$ cat config.mk
export PLATFORM = sky130hd
export DESIGN_NAME = stopwatch_ctrl
export DESIGN_NICKNAME = d
export VERILOG_FILES = /design/src/rtl/stopwatch_ctrl_pkg.sv /design/src/rtl/stopwatch_prescaler.sv /design/src/rtl/stopwatch_ctrl.sv
export SDC_FILE = /design/constraint.sdc
export NUM_CORES = 1
export LEC_CHECK = 0
export ABC_CLOCK_PERIOD_IN_PS = 2400
export BUFFER_PORTS_ARGS = -buffer_cell sky130_fd_sc_hd__buf_2
export CAP_MARGIN = 15
export CORE_ASPECT_RATIO = 1.25
export CORE_MARGIN = 5
export CORE_UTILIZATION = 52
export CTS_BUF_LIST = sky130_fd_sc_hd__clkbuf_16
export CTS_CLUSTER_DIAMETER = 120
export DETAILED_ROUTE_END_ITERATION = 7
export PLACE_DENSITY = 0.69
export REMOVE_ABC_BUFFERS = 1
export SETUP_SLACK_MARGIN = 0.15
export SYNTH_ARGS = -nofsm -noshare
export SYNTH_HDL_FRONTEND = slang
export SYNTH_SLANG_ARGS = --single-unit
$ cat constraint.sdc
create_clock -name clk -period 2.4 [get_ports clk]
set_input_delay 0.24 -clock clk [delete_from_list [all_inputs] [get_ports clk]]
set_output_delay 0.24 -clock clk [all_outputs]
set_load 0.05 [all_outputs]
$ cat src/rtl/stopwatch_ctrl_pkg.sv
// rtl/stopwatch_ctrl_pkg.sv - shared state encoding and defaults for the stopwatch controller
package stopwatch_ctrl_pkg;

    typedef enum logic [1:0] {
        ST_IDLE  = 2'd0,
        ST_RUN   = 2'd1,
        ST_PAUSE = 2'd2
    } sw_state_t;

    // 0.1 s at a 50 MHz system clock
    localparam int TICK_DIV_DFLT = 5000000;

endpackage

$ cat src/rtl/stopwatch_prescaler.sv
// rtl/stopwatch_prescaler.sv - tick prescaler: counts while enabled, holds otherwise, pulses on terminal count
module stopwatch_prescaler
    import stopwatch_ctrl_pkg::*;
#(
    parameter int TICK_DIV = TICK_DIV_DFLT
) (
    input  logic clk,
    input  logic rst_n,
    input  logic en,
    input  logic clr,
    output logic tick
);

    localparam int PW = $clog2(TICK_DIV);

    logic [PW-1:0] cnt_q;
    logic          at_tc;

    assign at_tc = (cnt_q == PW'(TICK_DIV - 1));

    // clr dominates so a clear in the terminal cycle also swallows the tick
    always_ff @(posedge clk or negedge rst_n) begin
        if (!rst_n) begin
            cnt_q <= '0;
            tick  <= 1'b0;
        end else if (clr) begin
            cnt_q <= '0;
            tick  <= 1'b0;
        end else if (en) begin
            cnt_q <= at_tc ? '0 : cnt_q + PW'(1);
            tick  <= at_tc;
        end else begin
            tick  <= 1'b0;
        end
    end

endmodule

$ cat src/rtl/stopwatch_ctrl.sv
// rtl/stopwatch_ctrl.sv - run/pause/clear sequencing, tick enable and lap store pointers for the stopwatch
module stopwatch_ctrl
    import stopwatch_ctrl_pkg::*;
#(
    parameter  int TICK_DIV = TICK_DIV_DFLT,
    parameter  int DEPTH    = 4,
    localparam int ADDR_W   = $clog2(DEPTH),
    localparam int CNT_W    = ADDR_W + 1
) (
    input  logic              clk,
    input  logic              rst_n,
    input  logic              reset_push,
    input  logic              start_push,
    input  logic              lap_push,
    input  logic              show_push,
    output logic              run,
    output logic              tick,
    output logic              cnt_clr,
    output logic              lap_we,
    output logic [ADDR_W-1:0] lap_waddr,
    output logic              lap_clr,
    output logic [ADDR_W-1:0] lap_raddr,
    output logic [CNT_W-1:0]  lap_cnt,
    output logic              lap_full,
    output logic              lap_ovf
);

    sw_state_t         state_q, state_d;
    logic [CNT_W-1:0]  lap_cnt_d;
    logic [ADDR_W-1:0] lap_raddr_d;
    logic [ADDR_W-1:0] lap_waddr_d;
    logic              lap_we_d;
    logic              lap_clr_d;
    logic              cnt_clr_d;
    logic              lap_ovf_d;
    logic              psc_clr;

    assign psc_clr = reset_push || (start_push && state_q == ST_IDLE);

    stopwatch_prescaler #(
        .TICK_DIV (TICK_DIV)
    ) u_prescaler (
        .clk   (clk),
        .rst_n (rst_n),
        .en    (state_q == ST_RUN),
        .clr   (psc_clr),
        .tick  (tick)
    );

    // All pulses are judged against pre-cycle state, lap_cnt and lap_raddr
    always_comb begin
        state_d     = state_q;
        lap_cnt_d   = lap_cnt;
        lap_raddr_d = lap_raddr;
        lap_waddr_d = lap_waddr;
        lap_we_d    = 1'b0;
        lap_clr_d   = 1'b0;
        cnt_clr_d   = 1'b0;
        lap_ovf_d   = 1'b0;

        if (reset_push) begin
            state_d     = ST_IDLE;
            cnt_clr_d   = 1'b1;
            lap_clr_d   = 1'b1;
            lap_cnt_d   = '0;
            lap_raddr_d = '0;
        end else begin
            if (start_push) begin
                case (state_q)
                    ST_IDLE:  state_d = ST_RUN;
                    ST_RUN:   state_d = ST_PAUSE;
                    ST_PAUSE: state_d = ST_RUN;
                    default:  state_d = ST_IDLE;
                endcase
            end

            if (show_push) begin
                if (lap_cnt == '0 || {1'b0, lap_raddr} == lap_cnt - CNT_W'(1))
                    lap_raddr_d = '0;
                else
                    lap_raddr_d = lap_raddr + ADDR_W'(1);
            end

            // Outside RUN the lap key doubles as "clear all laps"
            if (lap_push) begin
                if (state_q == ST_RUN) begin
                    if (lap_cnt < CNT_W'(DEPTH)) begin
                        lap_we_d    = 1'b1;
                        lap_waddr_d = lap_cnt[ADDR_W-1:0];
                        lap_cnt_d   = lap_cnt + CNT_W'(1);
                    end else begin
                        lap_ovf_d   = 1'b1;
                    end
                end else begin
                    lap_clr_d   = 1'b1;
                    lap_cnt_d   = '0;
                    lap_raddr_d = '0;
                end
            end
        end
    end

    always_ff @(posedge clk or negedge rst_n) begin
        if (!rst_n) begin
            state_q   <= ST_IDLE;
            run       <= 1'b0;
            cnt_clr   <= 1'b0;
            lap_we    <= 1'b0;
            lap_waddr <= '0;
            lap_clr   <= 1'b0;
            lap_raddr <= '0;
            lap_cnt   <= '0;
            lap_full  <= 1'b0;
            lap_ovf   <= 1'b0;
        end else begin
            state_q   <= state_d;
            run       <= (state_d == ST_RUN);
            cnt_clr   <= cnt_clr_d;
            lap_we    <= lap_we_d;
            lap_waddr <= lap_waddr_d;
            lap_clr   <= lap_clr_d;
            lap_raddr <= lap_raddr_d;
            lap_cnt   <= lap_cnt_d;
            lap_full  <= (lap_cnt_d == CNT_W'(DEPTH));
            lap_ovf   <= lap_ovf_d;
        end
    end

endmodule
# After elaboration in Yosys (flattened, before gate mapping)
# Index checks and enable logic that the tools add are counted.
[word_totals]
regBits = 39
inputBits = 6
out_inout_bits = 14
wordCells = 61
[classes]
n_addsub = 4
n_lt_le_gt_ge = 1
n_eq_ne = 6
n_mux = 29
bitwise = 1
n_reduce_logical = 8
[op_table]
columns = ["operator", "count"]
rows = [
  ["two-way mux 23 bit", 3],
  ["adder 23 x 1 -> 23 bit (second input constant)", 1],
  ["equality test 23 bit (second input constant)", 1],
  ["two-way mux 1 bit", 14],
  ["two-way mux 2 bit", 7],
  ["two-way mux 3 bit", 4],
  ["equality test 2 x 1 -> 1 bit (second input constant)", 2],
  ["case mux 2 bit (2 select lines)", 1],
  ["AND reduction 4 bit", 1],
  ["adder 3 x 1 -> 3 bit (second input constant)", 1],
  ["equality test 2 x 3 -> 1 bit", 1],
  ["equality test 3 bit (second input constant)", 1],
  ["zero test 3 bit", 1],
  ["< comparator 3 bit (second input constant)", 1],
  ["subtractor 3 x 1 -> 3 bit (second input constant)", 1],
  ["adder 2 x 1 -> 2 bit (second input constant)", 1],
  ["equality test 2 bit (second input constant)", 1],
  ["zero test 2 bit", 1],
  ["logical OR 1 bit", 2],
  ["nonzero test 2 bit", 1],
  ["OR reduction 2 bit", 1],
  ["logical AND 1 bit", 1],
  ["inverter 1 bit", 1],
]

# Depth between registers and ports, before layout
# Gate-level depths: netlist (run 1).
[depth]
word_depth = 8
ltp_mapped = 7
depth_no_buf = 7

# By module
# Synthesis (run 1) repeated with hierarchy kept, for this count alone.
[hier_totals]
hier_cells = 201
area_unflattened_um2 = 2025.7
[modules_own_cells]
columns = ["mod", "instances", "cells_each", "area_each_um2"]
rows = [
  ["stopwatch_prescaler", 1, 133, 1312.5],
  ["stopwatch_ctrl", 1, 68, 713.2],
]

# Worst setup path after synthesis (run 1)
# OpenSTA, ideal clock, no wires.
[synth_timing]
kind = "register to register"
start = "register lap_cnt[0]"
end = "register lap_raddr[0]"
setup_ns = 0.066
arrival_time_ns = 1.896
path_slack_ns = 0.438
stages_incl_launch_ff = 8
n_path_buf = 0
path_cell_list = "dfrtp_1 > inv_1 > ha_1 > xor2_1 > a31oi_1 > o21ai_0 > a21oi_1 > and2_1"
[synth_between]
elab_chain_len = 8
word_cells_on_any_way = 9
cone_classes = "1 x add/sub; 1 x eq/ne; 5 x mux; 2 x reduce/logical"
[synth_rtl]
columns = ["item", "line_no", "source"]
rows = [
  ["from (decl)", "stopwatch_ctrl.sv:23", "output logic [CNT_W-1:0] lap_cnt,"],
  ["from (signal assigned)", "stopwatch_ctrl.sv:123", "lap_cnt <= lap_cnt_d;"],
  ["subtractor 3 x 1 -> 3 bit", "stopwatch_ctrl.sv:78", "if (lap_cnt == '0 || {1'b0, lap_raddr} == lap_cnt - CNT_W'(1))"],
  ["equality test 2 x 3 -> 1 bit", "stopwatch_ctrl.sv:78", ""],
  ["logical OR 1 bit *", "stopwatch_ctrl.sv:78", ""],
  ["two-way mux 2 bit *", "stopwatch_ctrl.sv:78", ""],
  ["two-way mux 2 bit *", "stopwatch_ctrl.sv:77", "if (show_push) begin"],
  ["two-way mux 2 bit", "stopwatch_ctrl.sv:86", "if (state_q == ST_RUN) begin"],
  ["two-way mux 2 bit *", "stopwatch_ctrl.sv:85", "if (lap_push) begin"],
  ["two-way mux 2 bit *", "stopwatch_ctrl.sv:61", "if (reset_push) begin"],
  ["via lap_raddr_d[0]", "stopwatch_ctrl.sv:30", "logic [ADDR_W-1:0] lap_raddr_d;"],
  ["to (signal assigned)", "stopwatch_ctrl.sv:122", "lap_raddr <= lap_raddr_d;"],
  ["to (decl)", "stopwatch_ctrl.sv:22", "output logic [ADDR_W-1:0] lap_raddr,"],
]
# Mark *: on every way through the listed nets, which the timed path passes. The rest lies on a longest branch.
# A chain may end at the register's enable or synchronous reset.

# Worst setup path in the final report (run 1)
[layout_timing]
start = "register u_prescaler.cnt_q[15]"
end = "register u_prescaler.cnt_q[3]"
[layout_between]
elab_chain_len = 4
[layout_rtl]
columns = ["item", "line_no", "source"]
rows = [
  ["from (decl)", "stopwatch_prescaler.sv:16", "logic [PW-1:0] cnt_q;"],
  ["from (signal assigned)", "stopwatch_prescaler.sv:30", "cnt_q <= at_tc ? '0 : cnt_q + PW'(1);"],
  ["equality test 23 bit", "stopwatch_prescaler.sv:19", "assign at_tc = (cnt_q == PW'(TICK_DIV - 1));"],
  ["two-way mux 23 bit", "stopwatch_prescaler.sv:30", ""],
  ["two-way mux 23 bit", "stopwatch_prescaler.sv:29", "end else if (en) begin"],
  ["two-way mux 23 bit", "stopwatch_prescaler.sv:26", "end else if (clr) begin"],
]
# Every way passes these cells. The select of a mux whose other input is x is not followed.

==> flow_metrics.env, run 1 <==
export IMPL_track_usage_pct=18.0
export IMPL_clkTransAtPathRegs_ns=0.05
export IMPL_drc=0
export IMPL_synth_seq_area_share_pct=47.7
export IMPL_period_share_pct=85.5
export IMPL_critPathArrivalTime_ns=2.20
export IMPL_fmax_mhz=487
export IMPL_nets=251
export IMPL_slew_violations=0
export IMPL_antenna_cells=0
export IMPL_wl_per_cell_um=14.4
export IMPL_yosysMostFrequentCell="dfrtp_1"
export IMPL_finalPower_mw=1.57
export IMPL_antenna_found_initial=0
export IMPL_crit_slowest_cell="or4b_1"
export IMPL_timing_rr_start="u_prescaler.cnt_q[15]"
export IMPL_nFillCells=310
export IMPL_rsz0062_at_grt="false"
export IMPL_cellPowerDensity_mw_per_mm2=663
export IMPL_crit_chain="or4b_1 > nor4_4 > buf_4 > a21boi_4 > a41oi_1 > a31oi_1"
export IMPL_hold_path_class="input pin to asynchronous set/reset pin"
export IMPL_synth_distinct_cells=43
export IMPL_cap_viol_max_count=0
export IMPL_period_needed_ns=2.05
export IMPL_start_kind="flop"
export IMPL_cts_root_buf="clkbuf_16"
export IMPL_rows=25
export IMPL_yosys_top_cells_count="dfrtp_1, nand2_1, a31oi_1, nor2_1"
export IMPL_syn2layout_area_growth_pct=16.0
export IMPL_place_hpwl_um=2950
export IMPL_status="completed"
export IMPL_clock_sinks=39
export IMPL_grt_pass1_wl_um=7290
export IMPL_reg2reg_depth=6
export IMPL_ys_seq_elements=39
export IMPL_detail_route_antenna_nets=0
export IMPL_drt_initial_drc_count=86
export IMPL_via_per_inst=5.69
export IMPL_end_kind="flop"
export IMPL_p_leak_nw=1.08
export IMPL_dominantRegCellSynth="dfrtp_1"
export IMPL_peakVddDrop_v=0.000566
export IMPL_placed_cells=287
export IMPL_firstDrtPassIters=4
export IMPL_cts_path_max_buffers=2
export IMPL_synth_edff_count=0
export IMPL_layout_drive_gt1_share_pct=15.3
export IMPL_worst_pin_slew_ns=0.829
export IMPL_synth_warning_count=0
export IMPL_cp_required_ns=2.55
export IMPL_cts_htree_levels=2
export IMPL_relSlewSlack_pct=44.8
export IMPL_fp_dieH_um=80.1
export IMPL_port_buffers=19
export IMPL_netlist_area_mm2=0.00204
export IMPL_die_area_mm2=0.00529
export IMPL_grt_max_degree=40
export IMPL_syn_instance_count=218
export IMPL_stdcell_count=296
export IMPL_critical_path_class="flop to flop"
export IMPL_fin_worst_skew_ns=0.00325
export IMPL_vias=1683
export IMPL_max_stage_delay_ns=0.58
export IMPL_gp_congestion=0.812
export IMPL_worstPathMaxFanout=20
export IMPL_top_level_ports=20
export IMPL_grt_pass1_vias=1534
export IMPL_hold_viol=0
export IMPL_gr_total_overflow=0
export IMPL_fin_tns_setup_ns=0
export IMPL_synth_top_area_share_pct=47.7
export IMPL_async_flop_share_pct=100
export IMPL_start_util_pct=54.0
export IMPL_synth_area_per_cell_um2=9.38
export IMPL_finalWirelength_um=4270
export IMPL_cts_hold_buf=0
export IMPL_r2r_slack_ns=0.35
export IMPL_fin_util_pct=62.6
export IMPL_timing_rr_end="u_prescaler.cnt_q[3]"
export IMPL_core_mm2=0.00378
export IMPL_clk_latency_ns=0.28
export IMPL_yosysTopAreaCell="dfrtp_1"
export IMPL_setup_violations_final=0
export IMPL_cts_tree="done"
export IMPL_synth_area_leaders="dfrtp_1, a31oi_1, nand2_1"
export IMPL_cts_buffers=5
export IMPL_die_x_um=66.1
-- flip-flops by register name, summed over array words and instances (netlist names) --
signal             flops
lap_cnt                3
lap_clr                1
lap_we                 1
lap_raddr              2
lap_waddr              2
cnt_clr                1
u_prescaler.tick       1
u_prescaler.cnt_q     23
lap_ovf                1
lap_full               1
run                    1
state_q                2
-- layout by cell type, fill, tap and decap left out, types with 4 or more instances in the layout --
cell type  Yosys  final
dfrtp_1       39     39
nand2_1       35     35
a31oi_1       22     22
buf_2          3     19
nor2_1        18     18
a21oi_1       10     10
nand3_1       10     10
inv_1          6      6
o21ai_0        6      6
nor3_1         6      6
clkbuf_16      0      5
xor2_1         4      4
nand4_1        4      4
and2_1         4      4
nand4b_1       4      4
o21ai_1        4      4
a41oi_1        4      4
ha_1           4      4
buf_4          0      4
-- kinds of logic after synthesis --
family | after synthesis | share of synthesized area (%)
simple gates | 97 | 24.8
fa+ha+maj | 4 | 2.45
compound gates | 55 | 17.1
buf+inv | 13 | 3.30
xor+xnor | 6 | 2.57
mux | 4 | 2.02
flops | 39 | 47.7
-- worst max-delay path: cells and delay by family (launching register included) --
family,cells,cell delay [ns]
simple gates,2,0.84
compound gates,3,0.48
flops,1,0.41
buf+inv,1,0.18
-- what timing repair did --
action	CTS	global route
endpoints found under the hold margin	0	0
setup buffers	0	1
endpoints found under the setup margin	0	6
gates resized for setup	0	2
-- metrics by stage --
step	worst slack, ns	cell area, um2	hold slack, ns
5_1_grt	0.232	2370	0.138
6_report	0.348	2370	0.0646
2_1_floorplan	0.438	2000	-0.0556
4_1_cts	0.270	2350	0.0933
3_3_place_gp	0.311	2180	0.385
3_5_place_dp	0.276	2180	0.389
-- worst max path at each step --
stage,end,slack (ns),startpoint,depth (start not counted)
finish,u_prescaler.cnt_q[3],0.35,u_prescaler.cnt_q[15],6
CTS,u_prescaler.cnt_q[3],0.27,u_prescaler.cnt_q[21],5
detailed placement,u_prescaler.cnt_q[3],0.28,u_prescaler.cnt_q[21],5
floorplan,lap_raddr[0],0.44,lap_cnt[0],7
global placement,u_prescaler.cnt_q[22],0.31,u_prescaler.cnt_q[21],5
global route,u_prescaler.cnt_q[22],0.23,u_prescaler.cnt_q[15],6
-- area by class of cell --
cell class / count / area (um2) / area share (%)
multi-input combinational: 166 / 1020 / 42.8
sequential: 39 / 976 / 41.2
clock buffer: 5 / 125 / 5.28
timing repair buffer: 23 / 125 / 5.28
tap: 54 / 67.6 / 2.85
clock inverter: 3 / 38.8 / 1.64
inverter: 6 / 22.5 / 0.950
-- layer usage --
layer	GRT usage (%)	part of all wire [%]
met1	23.5	45
met2	27.5	49
met3	4.48	4.2
met4	8.94	1.4
met5	0	0
-- power breakdown --
part | leakage [nW] | total [mW] | switching (mW) | internal (mW)
Sequential | 0.534 | 0.686 | 0.0120 | 0.674
Clock | 0.0812 | 0.725 | 0.241 | 0.484
Combinational | 0.468 | 0.162 | 0.118 | 0.0433
No activity file was read; power rests on OpenSTA's default activity.
==> run 2, diff against run 1 <==
Settings changed: ABC_CLOCK_PERIOD_IN_PS 2400 to 1960, CAP_MARGIN 15 to 40.
Clock period 2.4 ns to 1.96 ns, I/O delays scaled along.
==> run 2 against run 1 <==
Highest routed layer unchanged. Core utilization increased by 9.3 points. Non-clock buffer count rose by 27. Critical path depth grew 1. Final area up 15%. Wire length rose by 26%. Count of clock-buffer cells in the layout is the same. First-iteration DRC count increased by 40%. Critical endpoint is now u_prescaler.cnt_q[15]. Critical path type unchanged. Combinational power grew 53%. Clock skew shrank 0.00055 ns. Die area is the same. Register-to-register slack got worse by 0.32 ns.
==> flow_metrics.env, run 2 (synthesis gave the netlist of run 1 again) <==
export IMPL_layout_common_cells="dfrtp_1, nand2_1, buf_4"
export IMPL_max_stage_delay_ns=0.55
export IMPL_fp_dieH_um=80.1
export IMPL_critical_path_most_common_cell="buf_4"
export IMPL_drc=0
export IMPL_syn2layout_area_growth_pct=33.2
export IMPL_gr_max_usage_layer="met2"
export IMPL_cap_viol_max_count=0
export IMPL_seq_power_share_pct=42.0
export IMPL_post_route_cell_area_mm2=0.00272
export IMPL_crit_family="simple AND/OR/NAND/NOR gates"
export IMPL_via_per_inst=5.83
export IMPL_vias=1882
export IMPL_critical_path_class="flop to flop"
export IMPL_start_kind="flop"
export IMPL_clkTransAtPathRegs_ns=0.06
export IMPL_track_usage_pct=20.5
export IMPL_fmax_mhz=517
export IMPL_cts_path_max_buffers=2
export IMPL_status="completed"
export IMPL_clock_sinks=39
export IMPL_layout_drive_gt1_share_pct=30.1
export IMPL_critPathArrivalTime_ns=2.09
export IMPL_cts_htree_levels=2
export IMPL_clk_latency_ns=0.28
export IMPL_stdcell_count=323
export IMPL_worst_pin_slew_ns=0.614
export IMPL_crit_chain="or4b_4 > nor4_4 > buf_4 > a21oi_4 > buf_4 > a21oi_2 > mux2i_1"
export IMPL_finalPower_mw=2.00
export IMPL_pre_cts_ws_ns=-0.00408
export IMPL_cts_tree="done"
export IMPL_cp_required_ns=2.11
export IMPL_place_area_mm2=0.00236
export IMPL_die_x_um=66.1
export IMPL_finalWorstSetupSlack_ns=0.0274
export IMPL_setup_violations_final=0
export IMPL_port_buffers=19
export IMPL_antenna_cells=0
export IMPL_final_common_cell="dfrtp_1"
export IMPL_largest_register_ffs=23
export IMPL_gp_congestion=0.883
export IMPL_antenna_found_initial=0
export IMPL_r2r_slack_ns=0.03
export IMPL_grt_max_degree=40
export IMPL_switching_share_pct=24.6
export IMPL_hold_path_class="input pin to flop"
export IMPL_largest_register="u_prescaler.cnt_q"
export IMPL_core_mm2=0.00378
export IMPL_relSlewSlack_pct=58.9
export IMPL_fin_worst_skew_ns=0.00270
export IMPL_grtUsageMet3_pct=3.64
export IMPL_gr_usage_met2_pct=33.2
export IMPL_pwr_share_comb_pct=12.4
export IMPL_placed_cells=309
export IMPL_hold_viol=0
export IMPL_switchingPower_uw=491
export IMPL_gr_total_overflow=0
export IMPL_timing_rr_start="u_prescaler.cnt_q[17]"
export IMPL_rsz0062_at_grt="true"
export IMPL_drt_initial_drc_count=120
export IMPL_clockPowerShare_pct=45.5
export IMPL_cts_root_buf="clkbuf_16"
export IMPL_place_hpwl_um=3360
export IMPL_slew_violations=0
export IMPL_period_share_pct=98.6
export IMPL_peakVddDrop_v=0.000507
export IMPL_cp_num_buf_inv=2
export IMPL_largest_registers="u_prescaler.cnt_q (23), lap_cnt (3)"
export IMPL_grt_pass1_vias=1772
export IMPL_cp_endpoint="u_prescaler.cnt_q[15]"
export IMPL_crit_slowest_cell="or4b_4"
export IMPL_nets=278
export IMPL_timing_rr_end="u_prescaler.cnt_q[15]"
export IMPL_top_level_ports=20
export IMPL_die_area_mm2=0.00529
export IMPL_rows=25
export IMPL_grtUsageMet1_pct=26.0
export IMPL_wl_per_cell_um=16.6
export IMPL_reg2reg_depth=7
export IMPL_firstDrtPassIters=5
export IMPL_worstPathMaxFanout=5
export IMPL_start_util_pct=54.0
export IMPL_cellPowerDensity_mw_per_mm2=734
export IMPL_critPathLaunch="u_prescaler.cnt_q[17]"
export IMPL_p_leak_nw=1.25
export IMPL_grt_pass1_wl_um=8400
export IMPL_cts_buffers=5
export IMPL_detail_route_antenna_nets=0
export IMPL_path_depth=7
export IMPL_period_needed_ns=1.93
export IMPL_end_kind="flop"
export IMPL_finalWirelength_um=5370
export IMPL_power_internal_mw=1.51
[run 2: cell count changes in the layout (fill, tap and decap cells not counted), moves of 2 or more]
cell	delta
o21ai_2	+2
buf_4	+20
buf_6	+5
a31oi_4	+2
a41oi_1	-4
a21oi_1	-6
a21oi_2	+6
o21ai_1	-2
a31oi_1	-3
a41oi_2	+4
[run 2: layout make-up]
cell class	count	area (um2)
timing repair buffer	50	362
sequential	39	976
multi-input combinational	166	1130
clock inverter	3	43.8
tap	54	67.6
inverter	6	22.5
fill	285	1060
clock buffer	5	125
[run 2: power groups by stage]
stage	clock, mW	sequential, mW	combinational [mW]
2_1_floorplan	0	0.898	0.0847
3_3_place_gp	0	0.853	0.216
3_5_place_dp	0	0.854	0.217
4_1_cts	0.922	0.839	0.225
5_1_grt	0.969	0.843	0.271
6_report	0.911	0.840	0.248
[run 2: what timing repair did]
item                                    CTS  global route
cloned                                    0             2
buffers inserted                          0             3
endpoints found under the setup margin   22            22
endpoints found under the hold margin    39             0
resized for setup                         6            21
hold buffers                              1             0
pin swaps                                 2            13
[run 2: metal layers]
| layer | vias to the layer above | share of wire [%] |
|---|---|---|
| met3 | 9 | 5.6 |
| met1 | 910 | 39 |
| met5 | - | 0 |
| met2 | 65 | 53 |
| met4 | 0 | 1.6 |
| li1 | 898 | - |
[run 2: worst min path at each step]
stage | end | depth (start not counted) | start
2_1_floorplan | cnt_clr | 0 | rst_n
3_3_place_gp | cnt_clr | 2 | rst_n
3_5_place_dp | run | 2 | rst_n
5_1_grt | cnt_clr | 1 | reset_push
4_1_cts | cnt_clr | 1 | reset_push
6_report | cnt_clr | 1 | reset_push
[run 2: metrics by stage]
stage / hold WS, ns / utilization [%] / TNS, ns
6_report: 0.140 / 72.0 / 0
3_3_place_gp: 0.277 / 62.4 / 0
2_1_floorplan: -0.0996 / - / -0.00364
5_1_grt: 0.141 / 72.0 / -0.244
3_5_place_dp: 0.277 / 62.4 / -0.00408
4_1_cts: 0.138 / 68.2 / 0
